File: src/rtl/cpu_pkg.sv
// Shared definitions for the instruction fetch path: controller state
// encoding, reset address default and instruction field positions.
package cpu_pkg;

  typedef enum logic [1:0] {
    ST_FETCH = 2'b00,
    ST_ISSUE = 2'b01,
    ST_HALT  = 2'b10,
    ST_FAULT = 2'b11
  } state_t;

  localparam logic [31:0] RESET_PC_DEFAULT = 32'h0000_0000;

  localparam int OPCODE_HI = 31;
  localparam int OPCODE_LO = 26;
  localparam int IMM_HI    = 15;
  localparam int JIDX_HI   = 25;

endpackage

File: src/rtl/next_pc_calc.sv
// Combinational next-pc selection: jump beats taken branch beats sequential.
// Halting is handled by the caller, which simply does not load the result.
module next_pc_calc
  import cpu_pkg::*;
(
  input  logic [31:0] pc,
  input  logic [31:0] instr,
  input  logic        branch,
  input  logic        zero,
  input  logic        jump,
  output logic [31:0] next_pc
);

  logic [31:0] pc_plus4;
  logic [31:0] br_off;
  logic [31:0] br_target;
  logic [31:0] j_target;
  logic [31:0] sel;
  logic        unused_opcode;

  assign pc_plus4  = pc + 32'd4;
  assign br_off    = {{14{instr[IMM_HI]}}, instr[IMM_HI:0], 2'b00};
  assign br_target = pc_plus4 + br_off;
  assign j_target  = {pc_plus4[31:28], instr[JIDX_HI:0], 2'b00};

  // The opcode field plays no part in target arithmetic.
  assign unused_opcode = ^instr[OPCODE_HI:OPCODE_LO];

  always_comb begin
    sel = pc_plus4;
    if (jump) begin
      sel = j_target;
    end else if (branch && zero) begin
      sel = br_target;
    end
  end

  assign next_pc = sel & ~32'd3;

endmodule

File: src/rtl/fetch_unit.sv
// Instruction fetch controller: fetches one word, holds it until the datapath
// retires it, then steers the pc; halts on stop, faults on an imem timeout.
module fetch_unit
  import cpu_pkg::*;
#(
  parameter logic [31:0] RESET_PC     = RESET_PC_DEFAULT,
  parameter int          IMEM_TIMEOUT = 16
) (
  input  logic        clk,
  input  logic        rst,
  output logic        imem_req,
  output logic [31:0] imem_addr,
  input  logic        imem_ack,
  input  logic [31:0] imem_rdata,
  output logic [31:0] instr,
  output logic [5:0]  opcode,
  output logic        instr_valid,
  input  logic        exec_done,
  input  logic        branch,
  input  logic        zero,
  input  logic        jump,
  input  logic        stop,
  output logic [31:0] pc,
  output logic        halted,
  output logic        fault,
  output logic [1:0]  dbg_state
);

  localparam int WCNT_W = $clog2(IMEM_TIMEOUT + 1);
  localparam logic [WCNT_W-1:0] WCNT_LAST = WCNT_W'(IMEM_TIMEOUT - 1);

  state_t            state;
  logic [WCNT_W-1:0] wait_cnt;
  logic [31:0]       next_pc;

  next_pc_calc u_next_pc (
    .pc      (pc),
    .instr   (instr),
    .branch  (branch),
    .zero    (zero),
    .jump    (jump),
    .next_pc (next_pc)
  );

  // imem handshake: imem_req stays high for every FETCH cycle; the read
  // completes on the first rising edge where imem_req && imem_ack, and
  // imem_rdata is captured on that edge. imem_ack without imem_req is dropped.
  // Gating with rst drops the request the moment reset asserts.
  assign imem_req  = rst && (state == ST_FETCH);
  assign imem_addr = pc & ~32'd3;
  assign opcode    = instr_valid ? instr[OPCODE_HI:OPCODE_LO] : 6'b000000;
  assign dbg_state = state;

  always_ff @(posedge clk or negedge rst) begin
    if (!rst) begin
      state       <= ST_FETCH;
      pc          <= RESET_PC;
      instr       <= 32'd0;
      instr_valid <= 1'b0;
      halted      <= 1'b0;
      fault       <= 1'b0;
      wait_cnt    <= '0;
    end else begin
      case (state)
        ST_FETCH: begin
          if (imem_ack) begin
            instr       <= imem_rdata;
            instr_valid <= 1'b1;
            wait_cnt    <= '0;
            state       <= ST_ISSUE;
          end else if (wait_cnt == WCNT_LAST) begin
            fault    <= 1'b1;
            wait_cnt <= '0;
            state    <= ST_FAULT;
          end else begin
            wait_cnt <= wait_cnt + 1'b1;
          end
        end
        ST_ISSUE: begin
          if (exec_done) begin
            instr_valid <= 1'b0;
            if (stop) begin
              halted <= 1'b1;
              state  <= ST_HALT;
            end else begin
              pc    <= next_pc;
              state <= ST_FETCH;
            end
          end
        end
        ST_HALT:  ;
        ST_FAULT: ;
        default:  state <= ST_FAULT;
      endcase
    end
  end

endmodule

File: config.mk
export PLATFORM = sky130hd
export DESIGN_NAME = fetch_unit
export DESIGN_NICKNAME = d
export VERILOG_FILES = /design/src/rtl/cpu_pkg.sv /design/src/rtl/next_pc_calc.sv /design/src/rtl/fetch_unit.sv
export SDC_FILE = /design/constraint.sdc
export NUM_CORES = 1
export LEC_CHECK = 0
export BUFFER_PORTS_ARGS = -buffer_cell sky130_fd_sc_hd__buf_2
export CORE_UTILIZATION = 55
export DETAILED_ROUTE_END_ITERATION = 6
export PLACE_DENSITY = 0.82
export SYNTH_ARGS = -nofsm -noshare
export SYNTH_HDL_FRONTEND = slang
export SYNTH_SLANG_ARGS = --single-unit
File: constraint.sdc
create_clock -name clk -period 3.8 [get_ports clk]
set_input_delay 0.38 -clock clk [delete_from_list [all_inputs] [get_ports clk]]
set_output_delay 0.38 -clock clk [all_outputs]
set_load 0.02 [all_outputs]
* Word-level counts from Yosys, hierarchy flattened
Index checks and enable logic that the tools add are counted.
** Word-level totals
- Register bits :: 72
- Logic and storage cells :: 40
** Operators by class
- $add $sub $neg :: 3
- Equality and inequality tests :: 5
- Muxes and demuxes :: 13
- Bitwise logic cells :: 2
- Reductions and logical operators :: 10
** Operators with widths (number)
- 32-bit two-way mux :: 2
- 32-bit by 3-bit adder with 32-bit output (second input constant) :: 1
- 32-bit adder :: 1
- 3-bit AND reduction :: 5
- 5-bit two-way mux :: 2
- 2-bit two-way mux :: 4
- 6-bit two-way mux :: 1
- 5-bit by 1-bit adder with 5-bit output (second input constant) :: 1
- 5-bit by 4-bit == test with 1-bit output (second input constant) :: 1
- 2-bit inequality test (second input constant) :: 2
- 2-bit one-hot mux with 2 select lines :: 1
- 3-bit by 2-bit inequality test with 1-bit output (second input constant) :: 1
- 2-bit by 1-bit == test with 1-bit output (second input constant) :: 1
- 1-bit logical AND :: 2
- 2-bit zero test :: 1
- 1-bit two-way mux :: 2
- 1-bit NOT :: 2
- 1-bit one-hot mux with 2 select lines :: 1
- 2-bit AND reduction :: 1
- 2-bit nonzero test :: 1

* Logic depth before layout (Yosys ltp)
Gate-level depths: netlist (run 1).
- Depth in word-level cells :: 4
- Gate-level depth with buffers :: 17

* Modules after synthesis
A second synthesis (run 1) with hierarchy kept.
** Unflattened totals
- Cell total of the unflattened synthesis :: 616
- Area total of the unflattened synthesis :: 5849.4 µm²
** By module, submodules not included
- fetch_unit :: instances 1, cells each 222, area each 3164.3 µm², sequential area each 1851.8 µm²
- next_pc_calc :: instances 1, cells each 394, area each 2685.1 µm², sequential area each 0.0 µm²

* Worst setup path before layout (run 1)
OpenSTA, ideal clock, no wires.
- Kind :: register -> register
- Start :: register pc[8]
- End :: register pc[31]
- Library setup time :: 0.080 ns
- Data arrival time :: 3.483 ns
- Setup slack :: 0.238 ns
- Stages on the path, launching flop included :: 17
- Clock period less this slack :: 3.562 ns
- Cell sequence :: dfrtp_1 -> and4_1 -> nand4_1 -> nor2_1 -> nand2_1 -> nor2_1 -> xor2_1 -> ha_1 -> nand2_1 -> o21ai_2 -> o2111ai_1 -> nand2_1 -> o311ai_2 -> a2111o_1 -> nand3_2 -> mux2i_1 -> xor2_1
** On the way
- Cells in the longest elaborated chain, start to end :: 4
** Ends and longest elaborated chain
- from (decl) :: line fetch_unit.sv:23 : output logic [31:0] pc,
- from (signal assigned) :: line fetch_unit.sv:86 : pc <= next_pc;
- 32-bit by 3-bit adder with 32-bit output * :: line next_pc_calc.sv:21 : assign pc_plus4 = pc + 32'd4;
- 32-bit adder :: line next_pc_calc.sv:23 : assign br_target = pc_plus4 + br_off;
- 32-bit two-way mux :: line next_pc_calc.sv:33 : end else if (branch && zero) begin
- 32-bit two-way mux * :: line next_pc_calc.sv:31 : if (jump) begin
Mark *: on every way between the ends. The rest lies on a longest branch, timed or not.
A chain may end at the register's enable or synchronous reset.

* Worst setup path in the final report (run 1)
- Start :: register pc[6]
- End :: register pc[31]
The elaborated chain is that of the path after synthesis.

==> results of run 1 <==
## layer usage
metal	wire length [um]	share of wire, %	GRT usage, %
met4	384	2.2	12.9
met3	1300	7.6	6.24
met1	7420	43	42.0
met2	8060	47	51.6
met5	0	0	0
## worst min path at each step
stage / startpoint / to
CTS: imem_rdata[26] / instr[26]
floorplan: rst / dbg_state[0]
detailed placement: rst / instr[7]
global route: imem_rdata[26] / instr[26]
finish: imem_rdata[26] / instr[26]
global placement: rst / instr[7]
## Yosys cell counts (3+ instances only)
cell,instances
o31ai_1,8
buf_4,34
and2_1,11
xor2_1,18
nand2_1,71
nand4_1,10
nor4_1,3
inv_1,17
nand2_2,3
or3_1,4
a31oi_1,4
o22ai_1,7
a21oi_1,46
mux2_2,33
nand3_1,23
buf_1,3
a21o_1,23
nor2_1,46
mux2i_1,7
o211ai_1,8
and3_2,4
o21ai_0,36
ha_1,38
and3_1,6
dfrtp_1,72
clkbuf_1,16
o21bai_1,4
a21boi_1,3
a221oi_1,3
a21oi_2,3
a211oi_1,6
nor3_1,9
xnor2_1,29
## flip-flops by register name, indices dropped and copies added (netlist names)
signal and cells:
halted 1, dbg_state 2, fault 1, instr_valid 1, wait_cnt 5, instr 32, pc 30
## through the flow
stage	area (sq um)	worst slack, ns	power [mW]
5_1_grt	6850	-0.0188	5.89
2_1_floorplan	5860	0.238	3.83
6_report	6850	0.232	5.53
3_3_place_gp	6540	0.238	4.65
3_5_place_dp	6540	0.0849	4.72
4_1_cts	6770	0.0609	5.46
## timing repair
action	in CTS	in global routing
hold endpoints to repair	26	0
hold buffers	1	0
setup endpoints to repair	0	12
resized for setup	0	15
buffers inserted	0	4
## critical path: stages, from the launching register on
cell and delay, ns:
dfrtp_1 0.43, nand3_1 0.17, nor3_2 0.18, buf_4 0.19
nand4_1 0.14, xnor2_1 0.18, ha_1 0.38, and2_2 0.22
nand2_1 0.13, nor4_4 0.49, o211ai_2 0.15, a2111o_1 0.40
nand3_2 0.08, mux2i_1 0.20, xor2_1 0.16
## kinds of logic after synthesis
family	Yosys count	synth area share, %
other	1	0.0642
and+or+nand+nor	212	18.5
adders and majority gates	39	8.48
xor gates and xnor gates	47	7.04
AOI/OAI and AO/OA	179	20.4
DFF	72	30.8
muxes	40	7.56
buffers and inverters	73	7.19
## placed cells by master, fill, tap and decap left out, drive strengths merged, types with 3 or more instances in the layout
cell type,count
mux2i,7
clkbuf,9
a21boi,4
o21ai,39
o31ai,8
and2,13
mux2,33
o22ai,7
nand2,74
o21bai,4
nand4,10
nor2b,3
and3,10
o211ai,9
xor2,18
inv,19
a21oi,49
ha,38
conb,4
a31oi,4
dfrtp,72
buf,167
nand3,25
a21o,25
nor3,11
xnor2,29
a221oi,3
or3,4
nor4,5
a211oi,7
nor2,47
## area by class of cell
class                   instances  area [sq um]  share of cell area (%)
multi-input cells             521          3670                    53.6
flip-flops and latches         72          1810                    26.4
repair buffers                168           908                    13.3
well taps                     136           170                    2.48
clock buffers                   9           124                    1.81
clock inverters                 7           103                    1.50
inverters                      17          63.8                   0.932
## where the power goes
group	total [mW]	switching [mW]	internal, mW
Clock	0.719	0.343	0.377
Sequential	1.45	0.392	1.06
Combinational	3.36	2.03	1.33
==> summary.txt, run 1 <==
Run status
  – Outcome: complete, no violations

Clock tree
  – CTS Buffer Depth: 2
  – CTS root buffer: clkbuf_8
  – Num CTS Buffers: 9
  – Clock-pin slew on the worst setup and hold paths: around 0.09 ns
  – Worst skew pair latency: approximately 0.36 ns
  – H-Tree Level Count: 3
  – CTS tree: built
  – Clock sink total: between 70 and 80

Die
  – Die area: ~11000 sq um
  – Core Region: a little over 10000 sq um
  – Die extent in y: ~110 um
  – Boundary pin count: 148
  – Initial Util: 56.6%
  – Die Wd: 105 um
  – FP Rows: 37

Power
  – Peak supply drop: ~0.5 mV
  – Static Leak: between 3 and 4 nW
  – PwrDens: 807 nW/um^2

Yosys
  – Post-synthesis sequential area ratio: 30.8%
  – Number of synthesized flops with an enable pin: 0
  – Mapped Area: just under 6000 sq um
  – Top_reg_cell synth: dfrtp_1
  – Async SR Flop Fraction: between 90% and 100%
  – Cell variety after synth: roughly 80
  – Synth warn: 0
  – Synth top area cells: dfrtp_1 31%, ha_1 8.1%, mux2_2 6.4%, nand2_1 4.6%, buf_4 4.4%
  – #FFs+latches synth: 72
  – Top-area cell type share of the netlist area: 30.8%
  – Syn Inst Count: between 600 and 700
  – Syn Area/Cell: 8.82 sq um
  – Leading area contributor after synthesis: dfrtp_1

Timing
  – RSZ-0062 raised after global routing: yes
  – Slew @ Worst Pin: about 0.76 ns
  – Fmax: 280 MHz
  – Setup violators final: 0
  – Tcrit/Tclk final: 93.9%
  – Hold slack: 0.239 ns
  – Slew HR: ~50%
  – Setup TNS: 0 ns
  – Slew Limit Fails: 0
  – Final setup skew: a little under 0.009 ns
  – Post-route minimum period: roughly 3.6 ns
  – Fin. Hold Viols: 0

Placement
  – I/O Buffers: 143
  – Placed cell count: 909
  – Post-DP HPWL: roughly 13000 um
  – Gpl congestion: ~1.0

Worst setup path
  – Crit path kind: register to register
  – Crit path to: pc[31]
  – CP Launch Type: register
  – Worst r2r path cells: 14
  – Setup slack, reg-to-reg: approximately 0.23 ns
  – WP data arrival: 3.86 ns
  – CP required: approximately 4.1 ns
  – R2r startpoint: pc[6]
  – CP Capture Type: register
  – Crit path launch: pc[6]
  – Critical R2R Capture: pc[31]
  – Critical-path maximum fanout: 8

Global routing
  – Global-route wire length before repair: around 27000 um
  – Initial antenna violation count: 0
  – Gr usage total: between 30% and 40%
  – Pin count of the biggest net entering global routing: 47
  – Total gr overflow: 0
  – Vias in the first global route: roughly 5300

Final layout
  – Finished Core Util: between 60% and 70%
  – Layout Nets: around 870
  – Share of layout cells above drive strength 1: approximately a third
  – N_diodes: 0
  – Fill count: around 840
  – Fin cells: 930
  – Layout area overhead: 17.2%

Run
  – Max Cap Viol: 0

Routing
  – Drt via density: 5.93
  – Final ANT Viol Nets: 0
  – Initial DRC count: just under 300
  – DR DRC count: 0
  – Routed WL: around 17000 um
  – Per-cell routed wire length: around 18 um
  – DR vias: around 5500
  – Detailed Routing Iterations Pass 1: 5

Min path
  – Hold WC Path Type: input port to register
  – Hold Path Cell Cnt: 2
No activity file was read; power rests on OpenSTA's default activity.
==> inputs of run 2 (changes only) <==
Settings changed: GPL_ROUTABILITY_DRIVEN from default to 1, RECOVER_POWER from default to 25.
==> run 2 against run 1 <==
  * The run now ends with capacitance limit, slew limit left
  * Wire length is 0.13% higher
  * Setup slack worse by 0.012 ns
  * Final cell count is the same
  * Clock power barely moved
  * Global-route usage unchanged
  * Critical path depth unchanged
  * Hold slack about the same
  * Count of clock-buffer cells in the layout did not move
  * Clock skew is 0.0019 ns higher
  * Combinational power barely moved
  * Critical path type unchanged
  * Highest routed layer unchanged
==> summary.txt, run 2 (synthesis gave the netlist of run 1 again) <==
Run status
  – Outcome: finished with violations
  – Violated checks: capacitance limit, slew limit

Final layout
  – Layout Nets: 868 (unchanged)
  – N_diodes: 0 (unchanged)
  – Fin cells: 930 (unchanged)
  – Share of layout cells above drive strength 1: 29.7% (-3.4 points)
  – Max reg flops: 32 (unchanged)
  – Regs by FF count: instr (32), pc (30), wait_cnt (5)
  – Commonest non-fill, non-tap cells in the layout: 116 x buf_2, 70 x nand2_1, 67 x dfrtp_1
  – Biggest register: instr
  – Most common cell after layout, fill and taps aside: buf_2
  – Finished Core Util: 66.0% (-0.35 points)
  – Layout area overhead: 16.5%

Global routing
  – Total gr overflow: 0 (unchanged)
  – Initial antenna violation count: 0 (unchanged)
  – Gr usage total: 32.0% (unchanged)
  – Met2 Use GR: 51.6% (unchanged)
  – Met3 Use GR: 6.24% (unchanged)
  – Global-route wire length before repair: 27400 um (unchanged)
  – Vias in the first global route: 5325 (unchanged)
  – Met1 Use GR: 42.0% (unchanged)
  – GR peak layer: met2
  – Pin count of the biggest net entering global routing: 47 (unchanged)

Worst setup path
  – Critical-path maximum fanout: 8 (unchanged)
  – WP data arrival: 3.88 ns (+0.02 ns)
  – CP Launch Type: register
  – CP required: 4.10 ns (about the same)
  – Crit path kind: register to register
  – Slowest-stage cell, CP: nor4_4
  – Worst path cell trace: nand3_1 > nor3_2 > buf_4 > nand4_1 > xnor2_1 > ha_1 > and2_2 > nand2_1 > nor4_4 > o211ai_2 > a2111o_1 > nand3_2 > mux2i_1 > xor2_1
  – Crit path max-delay family: simple AND/OR/NAND/NOR gates
  – CP peak stage delay: 0.49 ns (about the same)
  – R2r startpoint: pc[6]
  – Crit path launch: pc[6]
  – CP bufs+invs: 1 (unchanged)
  – CP Capture Type: register

Min path
  – Min-delay src: imem_rdata[26]
  – Hold WC Path Type: input port to register

Routing
  – Initial DRC count: 317 (+6.4%)
  – Drt via density: 5.96 (+0.62%)
  – Routed WL: 17200 um (+0.13%)
  – DR vias: 5547 (+0.62%)
  – Final ANT Viol Nets: 0 (unchanged)
  – Detailed Routing Iterations Pass 1: 5 (unchanged)
  – Per-cell routed wire length: 18.5 um (+0.13%)
  – DR DRC count: 0 (unchanged)

Timing
  – RSZ-0062 raised after global routing: yes
  – Post-route minimum period: 3.58 ns (+0.0120 ns)
  – Fin. Hold Viols: 0 (unchanged)
  – Fmax: 279 MHz (-0.34%)
  – Final setup skew: 0.0108 ns (+0.00186 ns)
  – Slew HR: -14.1% (-63 points)
  – Slew @ Worst Pin: 1.71 ns (+0.949 ns)
  – Hold slack: 0.239 ns (+0.000201 ns)
  – Slew Limit Fails: 29 (+29)
  – Tcrit/Tclk final: 94.2% (+0.32 points)
  – Setup violators final: 0 (unchanged)

Power
  – PwrDens: 807 nW/um^2 (about the same)
  – Static Leak: 3.37 nW (-2.6%)
  – Peak supply drop: 0.501 mV (-2.2%)

Clock tree
  – H-Tree Level Count: 3 (unchanged)
  – CTS tree: built
  – Num CTS Buffers: 9 (unchanged)
  – CTS Buffer Depth: 2 (unchanged)
  – Worst skew pair latency: 0.37 ns (about the same)
  – Clock-pin slew on the worst setup and hold paths: 0.09 ns (about the same)
  – Clock sink total: 72 (unchanged)
  – CTS root buffer: clkbuf_8

Die
  – Boundary pin count: 148 (unchanged)
  – Core Region: 10300 sq um (unchanged)
  – FP Rows: 37 (unchanged)
  – Die area: 11000 sq um (unchanged)
  – Die extent in y: 105 um (unchanged)
  – Initial Util: 56.6% (unchanged)
  – Die Wd: 105 um (unchanged)

Run
  – Max Cap Viol: 1 (+1)

Placement
  – Post-DP HPWL: 12900 um (unchanged)
  – Gpl congestion: 1.00 (unchanged)
  – I/O Buffers: 143 (unchanged)
  – Placed cell count: 909 (unchanged)
[run 2: path summary, 6_finish.rpt]
| kind | cells past startpoint | slack (ns) | to |
|---|---|---|---|
| max | 14 | 0.22 | pc[31] |
| min | 2 | 0.24 | instr[26] |
| max reg2reg | 14 | 0.22 | pc[31] |
| min reg2reg | 1 | 0.47 | fault |
| max in group asynchronous | 3 | 1.35 | pc[4] |
| min in group asynchronous | 2 | 1.01 | pc[23] |
[run 2: cell type report]
| class | count | area [sq um] |
|---|---|---|
| Multi-Input combinational cell | 521 | 3670 |
| Fill cell | 860 | 3510 |
| Sequential cell | 72 | 1810 |
| Timing Repair Buffer | 168 | 872 |
| Tap cell | 136 | 170 |
| Clock buffer | 9 | 124 |
| Clock inverter | 7 | 103 |
| Inverter | 17 | 63.8 |
[run 2: metal layers]
layer	vias up	routed length (um)
met4	0	360
met2	261	8110
met3	33	1390
met1	2637	7330
li1	2616	-
met5	-	0
[run 2: worst reg2reg max path: cells and delay by family (launching register included)]
family                     cells  cell delay (ns)
DFF                            1             0.43
muxes                          1             0.20
buffers and inverters          1             0.19
and+or+nand+nor                7             1.41
AOI/OAI and AO/OA              2             0.56
xor gates and xnor gates       2             0.35
adders and majority gates      1             0.38
[run 2: stage by stage]
step	cell area [sq um]	setup TNS [ns]	worst slack [ns]	power (mW)
6_report	6810	0	0.220	5.50
5_1_grt	6810	-0.0188	-0.0188	5.85
4_1_cts	6770	0	0.0609	5.46
3_5_place_dp	6540	0	0.0849	4.72
3_3_place_gp	6540	0	0.238	4.65
2_1_floorplan	5860	0	0.238	3.83
[run 2: power breakdown]
group | switching [mW] | leakage, nW | internal [mW]
Sequential | 0.395 | 0.904 | 1.06
Combinational | 2.03 | 2.35 | 1.29
Clock | 0.342 | 0.110 | 0.377
Total | 2.77 | 3.37 | 2.73
[run 2: repair_timing]
action / in CTS / in global routing
hold endpoints to repair: 26 / 0
endpoints found under the setup margin: 0 / 12
buffers inserted: 0 / 4
gates resized for setup: 0 / 15
hold buffers: 1 / 0
==> inputs of run 3 (changes only) <==
Settings changed: CAP_MARGIN from default to 15, RECOVER_POWER 25 to 50.
==> run 3 against run 2 <==
  * The run still ends with capacitance limit, slew limit left
  * Register-to-register slack better by 0.02 ns
  * Hold slack got worse by 0.00090 ns
  * Core utilization is 0.35 points lower
  * Sequential share of layout area up 0.12 points
  * Fmax rose by 0.57%
  * Critical endpoint unchanged
  * Largest cell class unchanged
==> summary.txt, run 3 (synthesis gave the netlist of run 1 again) <==
Clock tree
  – CTS tree: built
  – CTS Buffer Depth: 2 (unchanged)
  – Clock-pin slew on the worst setup and hold paths: 0.09 ns (about the same)
  – Num CTS Buffers: 9 (unchanged)
  – CTS root buffer: clkbuf_8
  – Worst skew pair latency: 0.36 ns (about the same)
  – Clock sink total: 72 (unchanged)
  – H-Tree Level Count: 3 (unchanged)

Placement
  – Gpl congestion: 1.00 (unchanged)
  – Post-DP HPWL: 12900 um (unchanged)
  – I/O Buffers: 143 (unchanged)
  – Dpl cell area: 6540 sq um (unchanged)
  – DP Worst Slack: 0.0849 ns (unchanged)

Timing
  – Slew Limit Fails: 29 (unchanged)
  – Post-route minimum period: 3.56 ns (-0.0202 ns)
  – Setup violators final: 0 (unchanged)
  – Final setup skew: 0.00909 ns (-0.00170 ns)
  – Fin. Hold Viols: 0 (unchanged)
  – Slew @ Worst Pin: 1.69 ns (-0.0235 ns)
  – Tcrit/Tclk final: 93.7% (-0.53 points)
  – Fmax: 281 MHz (+0.57%)
  – PnR worst setup slack: 0.240 ns (+0.0202 ns)
  – RSZ-0062 raised after global routing: yes
  – Slew HR: -12.5% (+1.6 points)

Die
  – FP Rows: 37 (unchanged)
  – Initial Util: 56.6% (unchanged)
  – Die area: 11000 sq um (unchanged)
  – Boundary pin count: 148 (unchanged)
  – Core Region: 10300 sq um (unchanged)
  – Die Wd: 105 um (unchanged)
  – Die extent in y: 105 um (unchanged)

Routing
  – Per-cell routed wire length: 18.5 um (+0.27%)
  – DR DRC count: 0 (unchanged)
  – Initial DRC count: 312 (-1.6%)
  – DR vias: 5532 (-0.27%)
  – WL met3: 1420 um (+2.1%)
  – DR WL met2: 8130 um (+0.17%)
  – Drt via density: 5.95 (-0.27%)
  – Detailed Routing Iterations Pass 1: 7 (+2)
  – Final ANT Viol Nets: 0 (unchanged)
  – Top layer in use: met4
  – Routed WL: 17200 um (+0.27%)
  – M1 WL: 7320 um (about the same)

Final layout
  – Max reg flops: 32 (unchanged)
  – Layout Nets: 868 (unchanged)
  – N_diodes: 0 (unchanged)
  – Regs by FF count: instr (32), pc (30), wait_cnt (5)
  – Share of layout cells above drive strength 1: 26.1% (-3.7 points)
  – Most common cell after layout, fill and taps aside: buf_2
  – Commonest non-fill, non-tap cells in the layout: 88 x buf_2, 70 x nand2_1, 68 x dfrtp_1
  – Biggest register: instr
  – Post-Layout Inst Area: 6780 sq um (-0.53%)
  – Layout area overhead: 15.9%

Global routing
  – Total gr overflow: 0 (unchanged)
  – Pin count of the biggest net entering global routing: 47 (unchanged)
  – Vias in the first global route: 5325 (unchanged)
  – Initial antenna violation count: 0 (unchanged)
  – Global-route wire length before repair: 27400 um (unchanged)
  – Gr usage total: 32.0% (unchanged)

Worst setup path
  – CP required: 4.09 ns (about the same)
  – CP Launch Type: register
  – Crit path kind: register to register
  – CP Capture Type: register
  – WP data arrival: 3.85 ns (-0.03 ns)
  – Critical-path maximum fanout: 8 (unchanged)

Min path
  – Hold WC Path Type: input port to register

Run
  – Max Cap Viol: 1 (unchanged)

Run status
  – Outcome: finished with violations
  – Violated checks: capacitance limit, slew limit

Power
  – PwrDens: 807 nW/um^2 (about the same)
  – Peak supply drop: 0.501 mV (about the same)
  – Static Leak: 3.27 nW (-2.8%)
[run 3: cell count changes in the layout (fill, tap and decap cells not counted), sizes merged]
cell / change
clkbuf: +28
buf: -28
[run 3: stage by stage]
step                power, mW  std cells  util, %  hold slack [ns]  TNS [ns]
floorplan                3.83        666        -           0.0844         0
global placement         4.65        909     63.3            0.337         0
detailed placement       4.72        909     63.3            0.341         0
CTS                      5.46        926     65.6            0.233         0
global route             5.83        930     65.6            0.234   -0.0188
finish                   5.47        930     65.6            0.238         0
[run 3: cell type report]
| cell class | count | area, sq um |
|---|---|---|
| Timing Repair Buffer | 168 | 837 |
| Clock buffer | 9 | 124 |
| Tap cell | 136 | 170 |
| Clock inverter | 7 | 103 |
| Inverter | 17 | 63.8 |
| Sequential cell | 72 | 1810 |
| Multi-Input combinational cell | 521 | 3670 |
| Fill cell | 877 | 3550 |
[run 3: final timing paths]
path | to | slack (ns) | start | cells past startpoint
max in group asynchronous | pc[4] | 1.36 | rst | 3
worst min register to register | fault | 0.47 | fault | 1
min in group asynchronous | pc[13] | 1.00 | rst | 2
worst max-delay path | pc[31] | 0.24 | pc[6] | 14
worst min-delay path | instr[26] | 0.24 | imem_rdata[26] | 2
worst max register to register | pc[31] | 0.24 | pc[6] | 14
[run 3: repair_timing]
action | in CTS | in global routing
setup endpoints to repair | 0 | 12
resized for setup | 0 | 15
buffers inserted | 0 | 4
hold buffers | 1 | 0
endpoints found under the hold margin | 26 | 0
[run 3: layer usage]
layer / vias to the layer above / GRT usage (%)
met2: 266 / 51.6
met4: 0 / 12.9
met3: 31 / 6.24
li1: 2614 / -
met1: 2621 / 42.0
met5: - / 0
[run 3: worst max-delay path: stages, from the launching register on]
cell	delay, ns
dfrtp_1	0.43
nand3_1	0.17
nor3_2	0.18
buf_4	0.18
nand4_1	0.14
xnor2_1	0.19
ha_1	0.38
and2_2	0.22
nand2_1	0.13
nor4_4	0.48
o211ai_2	0.16
a2111o_1	0.40
nand3_2	0.08
mux2i_1	0.21
xor2_1	0.16
[run 3: where the power goes]
group          switching, mW  total [mW]  leakage [nW]  internal [mW]
clock                  0.343       0.720         0.110          0.377
sequential             0.399        1.46         0.905           1.06
combinational           2.03        3.29          2.26           1.26
total                   2.77        5.47          3.27           2.70
